<file path="config.mk">
export PLATFORM = sky130hd
export DESIGN_NAME = bcd_mod_counter
export DESIGN_NICKNAME = d
export VERILOG_FILES = /design/src/rtl/bcd_mod_counter.sv
export SDC_FILE = /design/constraint.sdc
export NUM_CORES = 1
export LEC_CHECK = 0
export CAP_MARGIN = 20
export CORE_AREA = 2 2 50 52
export CTS_CLUSTER_DIAMETER = 40
export DETAILED_ROUTE_END_ITERATION = 8
export DIE_AREA = 0 0 52 54
export GPL_ROUTABILITY_DRIVEN = 0
export PLACE_DENSITY_LB_ADDON = 0.2
export REMOVE_ABC_BUFFERS = 1
export SLEW_MARGIN = 10
export SYNTH_ARGS = -nofsm -noshare
export SYNTH_HDL_FRONTEND = slang
export SYNTH_SLANG_ARGS = --single-unit
</file>
<file path="constraint.sdc">
create_clock -name ck -period 2.08 [get_ports ck]
set_input_delay 0.416 -clock ck [delete_from_list [all_inputs] [get_ports ck]]
set_output_delay 0.416 -clock ck [all_outputs]
set_load 0.02 [all_outputs]
</file>
<file path="src/rtl/bcd_mod_counter.sv">
// Multi-digit BCD modulo counter (0..MOD_MAX) with up/down, enable, clear,
// validated parallel load, and terminal-count / wrap flags for cascading.
module bcd_mod_counter #(
  parameter int DIGITS  = 2,
  parameter int MOD_MAX = 24
) (
  input  logic                ck,
  input  logic                rs_n,
  input  logic                clr,
  input  logic                load,
  input  logic [4*DIGITS-1:0] load_val,
  input  logic                en,
  input  logic                up,
  output logic [4*DIGITS-1:0] count,
  output logic                tc,
  output logic                wrap,
  output logic                load_err
);

  localparam int W = 4 * DIGITS;

  function automatic int pow10(input int n);
    int r;
    r = 1;
    for (int i = 0; i < n; i++) r = r * 10;
    return r;
  endfunction

  function automatic logic [W-1:0] to_bcd(input int v);
    logic [W-1:0] r;
    int           t;
    r = '0;
    t = v;
    for (int i = 0; i < DIGITS; i++) begin
      r[4*i +: 4] = 4'(t % 10);
      t = t / 10;
    end
    return r;
  endfunction

  localparam logic [W-1:0] MOD_BCD = to_bcd(MOD_MAX);
  localparam logic [W-1:0] ZERO    = '0;

  generate
    if (DIGITS < 1 || DIGITS > 6) begin : g_bad_digits
      $error("bcd_mod_counter: DIGITS must be in 1..6");
    end
    if (MOD_MAX < 1 || MOD_MAX >= pow10(DIGITS)) begin : g_bad_mod
      $error("bcd_mod_counter: MOD_MAX must be in 1..10^DIGITS-1");
    end
  endgenerate

  logic [W-1:0] inc_val;
  logic [W-1:0] dec_val;
  logic         digits_ok;
  logic         load_ok;
  logic         at_max;
  logic         at_zero;
  logic [W-1:0] count_nxt;
  logic         wrap_nxt;
  logic         load_err_nxt;

  // Ripple carry: each digit only moves while every lower digit is rolling over.
  always_comb begin : inc_chain
    logic carry;
    inc_val = count;
    carry   = 1'b1;
    for (int i = 0; i < DIGITS; i++) begin
      if (carry) begin
        if (count[4*i +: 4] == 4'd9) begin
          inc_val[4*i +: 4] = 4'd0;
        end else begin
          inc_val[4*i +: 4] = count[4*i +: 4] + 4'd1;
          carry             = 1'b0;
        end
      end
    end
  end

  always_comb begin : dec_chain
    logic borrow;
    dec_val = count;
    borrow  = 1'b1;
    for (int i = 0; i < DIGITS; i++) begin
      if (borrow) begin
        if (count[4*i +: 4] == 4'd0) begin
          dec_val[4*i +: 4] = 4'd9;
        end else begin
          dec_val[4*i +: 4] = count[4*i +: 4] - 4'd1;
          borrow            = 1'b0;
        end
      end
    end
  end

  always_comb begin
    digits_ok = 1'b1;
    for (int i = 0; i < DIGITS; i++) begin
      if (load_val[4*i +: 4] > 4'd9) digits_ok = 1'b0;
    end
  end

  // With all digits legal, BCD ordering matches plain unsigned ordering.
  assign load_ok = digits_ok && (load_val <= MOD_BCD);
  assign at_max  = (count == MOD_BCD);
  assign at_zero = (count == ZERO);
  assign tc      = en & (up ? at_max : at_zero);

  always_comb begin
    count_nxt    = count;
    wrap_nxt     = 1'b0;
    load_err_nxt = 1'b0;
    if (clr) begin
      count_nxt = ZERO;
    end else if (load) begin
      if (load_ok) count_nxt = load_val;
      load_err_nxt = ~load_ok;
    end else if (en) begin
      if (up) begin
        count_nxt = at_max ? ZERO : inc_val;
        wrap_nxt  = at_max;
      end else begin
        count_nxt = at_zero ? MOD_BCD : dec_val;
        wrap_nxt  = at_zero;
      end
    end
  end

  always_ff @(posedge ck or negedge rs_n) begin
    if (!rs_n) begin
      count    <= ZERO;
      wrap     <= 1'b0;
      load_err <= 1'b0;
    end else begin
      count    <= count_nxt;
      wrap     <= wrap_nxt;
      load_err <= load_err_nxt;
    end
  end

endmodule
</file>
==> impl_results.md <==
- Post-synthesis sequential area ratio: between 20% and 30%
- Post-Syn Area: 1090 µm²
- Clock Root Buffer: clkbuf_4
- Place WS: -340 ps
- CTS tree: built
- Post-Route WL: between 3000 and 4000 µm
- Nets: between 200 and 250
- R2r worst-path depth: 8
- Max Cap Violations: 0
- Setup ws final: -49.3 ps
- Syn-to-layout area delta: 54.1%
- Total negative slack: -65.2 ps
- Final std cells w/o fill: 212
- Die X: around 52 µm
- Yosys warns: 0
- Die Height: 54 µm
- Initial Util: between 40% and 50%
- DRC errors left: 0
- CP required: 1660 ps
- Longest Clk Path Bufs: 2
- Ys flop type: dfrtp_1
- Final Max Slew Viols: 0
- Average size of a mapped cell: 9.06 µm²
- Largest net degree at the start of global routing: 13
- Area fraction in compound gates after synthesis: ~30%
- Status: complete, but fails checks
- Launching point of the worst reg2reg path: count[5]$_DFFE_PN0P_
- Clk sinks: 10
- Synth Area in Adders: under 10%
- Post-synthesis mux area share: under 10%
- Worst setup SP type: register
- R2R setup slack: roughly 100 ps
- Setup Viol. Count Final: 2
- Initial DRC count: 20
- Routed wire length per instance: about 17 µm
- Cts bufs inserted: 3
- Worst vdd ir: roughly 0.66 mV
- Initial antenna violation count: 0
- Reg clk slew, reported paths: approximately 60 ps
- RSZ-0062 raised after global routing: yes
- GR Overflow Total: 0
- Vias in the first global route: 1,266
- Hold_buf cts: 0
- Min-Delay Path Class: in -> async
- Routed Antenna Nets: 0
- Input/output buffers: 24
- Total global-route track usage: approximately 29%
- Synth Area in XOR/XNOR: 0%
- Failing checks: setup timing
- PD cells: 644 nW/µm²
- Area contributors post-synth: dfrtp_1 23%, ha_1 9.2%, inv_1 3.1%, o21ai_0 2.8%, nor2_1 2.4%
- Post-synth ARST share: 100%
- Post-Synthesis Cells: 120
- Area leader, netlist: dfrtp_1
- Post-synth top area share: a little under a quarter
- Core Box Area: approximately 2300 µm²
- Routed vias: between 1,000 and 1,500
- Number of synthesized flops with an enable pin: 0
- Hpwl dp: around 2800 µm
- Worst-Margin Slew: roughly 460 ps
- Final worst path period share: 102%
- Critical Path Sink: tc
- Die Area: 2810 µm²
- Largest family of logic cells by synthesized area: compound AO/OA/AOI/OAI gates
- Crit path from: count[5]$_DFFE_PN0P_
- First-pass GRT wire length: 5890 µm
- Htree depth: 1
- Final hold viol count: 0
- Ant. Diodes: 0
- Crit path time final: between 2000 and 2500 ps
- CP endpoint kind: primary output
- Synth Area in Simple Gates: approximately 25%
- WS Path Type: reg -> out
- Peak fanout along the critical path: 3
- Relative slew slack: 69.4%
- CP arrival: ~1700 ps
- Num rows: 18
- Terminus of the critical flop-to-flop path: count[7]$_DFFE_PN0P_
- Pre-antenna DRT Iters: 4
- Yosys reg bits: 10
- Leakage Power: approximately 0.73 nW
- Synth cell types: 58
- Vias/cell: approximately 6.1
- Clock Skews: just under 5 ps
- Achievable Freq: roughly 470 MHz
- Ports: 25
- Fraction of layout cells with a size suffix above 1: approximately 37%
- Worst skew pair latency: approximately 260 ps
- Placed Instances: roughly 200
-- layout by cell type, fill, tap and decap left out, drive strengths merged, types with 3 or more instances in the layout --
cell and n:
nand3 4, o21ai 8, mux2 4, nor3 3
dfrtp 10, buf 41, nor4 3, a22oi 3
nor2b 3, ha 8, clkdlybuf4s50 23, nor2 8
inv 10, clkbuf 3, nor3b 4, nand2 7
a21oi 5
-- where the power goes --
group          internal (mW)  switching [mW]
clock                 0.0665          0.0601
sequential             0.223          0.0251
combinational          0.369           0.335
-- layout make-up --
| class | instances | area [µm²] |
|---|---|---|
| clock buffer | 3 | 22.5 |
| fill | 190 | 644 |
| inverter | 10 | 37.5 |
| multi-input combinational | 95 | 788 |
| sequential | 10 | 251 |
| tap | 30 | 37.5 |
| timing repair buffer | 64 | 538 |
-- per-layer routing --
metal / routed length, µm / vias up / share of wire (%) / global-route usage (%)
met1: 1420 / 641 / 40 / 30.1
met2: 1870 / 48 / 52 / 54.2
met5: 0 / - / 0 / 0
met3: 165 / 12 / 4.6 / 6.94
met4: 130 / 0 / 3.6 / 11.8
li1: - / 584 / - / -
-- cells by family after synthesis --
kind of cell / after synthesis
simple gates: 41
flops: 10
compound gates: 40
mux: 6
buf+inv: 15
fa+ha+maj: 8
-- worst min-delay path by stage --
stage | start | endpoint | slack (ps) | cells after the start
2_1_floorplan | rs_n | count[0]$_DFFE_PN0P_ | 120 | 0
3_3_place_gp | count[4]$_DFFE_PN0P_ | count[4]$_DFFE_PN0P_ | 640 | 2
3_5_place_dp | count[4]$_DFFE_PN0P_ | count[4]$_DFFE_PN0P_ | 660 | 2
4_1_cts | rs_n | wrap$_DFF_PN0_ | 470 | 1
5_1_grt | rs_n | wrap$_DFF_PN0_ | 490 | 1
6_report | rs_n | wrap$_DFF_PN0_ | 470 | 1
-- critical path, cell delays in order (launching register included) --
cell and delay (ps):
dfrtp_2 440, inv_1 90, ha_2 200, nor3b_4 210, mux2i_1 110, nor3b_2 220
buf_4 170
-- cells in the mapped netlist, drive strengths merged (3+ instances only) --
| cell type | count |
|---|---|
| dfrtp | 10 |
| inv | 10 |
| ha | 8 |
| nor2 | 8 |
| o21ai | 8 |
| nand2 | 7 |
| a21oi | 5 |
| mux2 | 4 |
| nand3 | 4 |
| nor3b | 4 |
| a22oi | 3 |
| buf | 3 |
| nor2b | 3 |
| nor3 | 3 |
| nor4 | 3 |
-- state kept, by name, indices dropped and copies added, names as in the netlist --
register  flops
load_err      1
count         8
wrap          1
-- repair_timing --
action / 4_1_cts / 5_1_grt
pin swaps: 4 / 1
resized for setup: 15 / 2
buffers inserted: 3 / 4
setup endpoints to repair: 1 / 5
hold endpoints to repair: 0 / 0
gates cloned: 0 / 0
-- metrics by stage --
step                      instance area [µm²]  utilization [%]  power, mW  hold slack, ps
final                                    1680             72.2       1.08             469
after global routing                     1680             72.2       1.15             492
after CTS                                1650             70.9       1.06             466
after detailed placement                 1580             68.0      0.895             664
after global placement                   1580             68.0      0.879             637
after floorplan                          1050                -      0.570             120
Power figures use the tool's default switching activity.
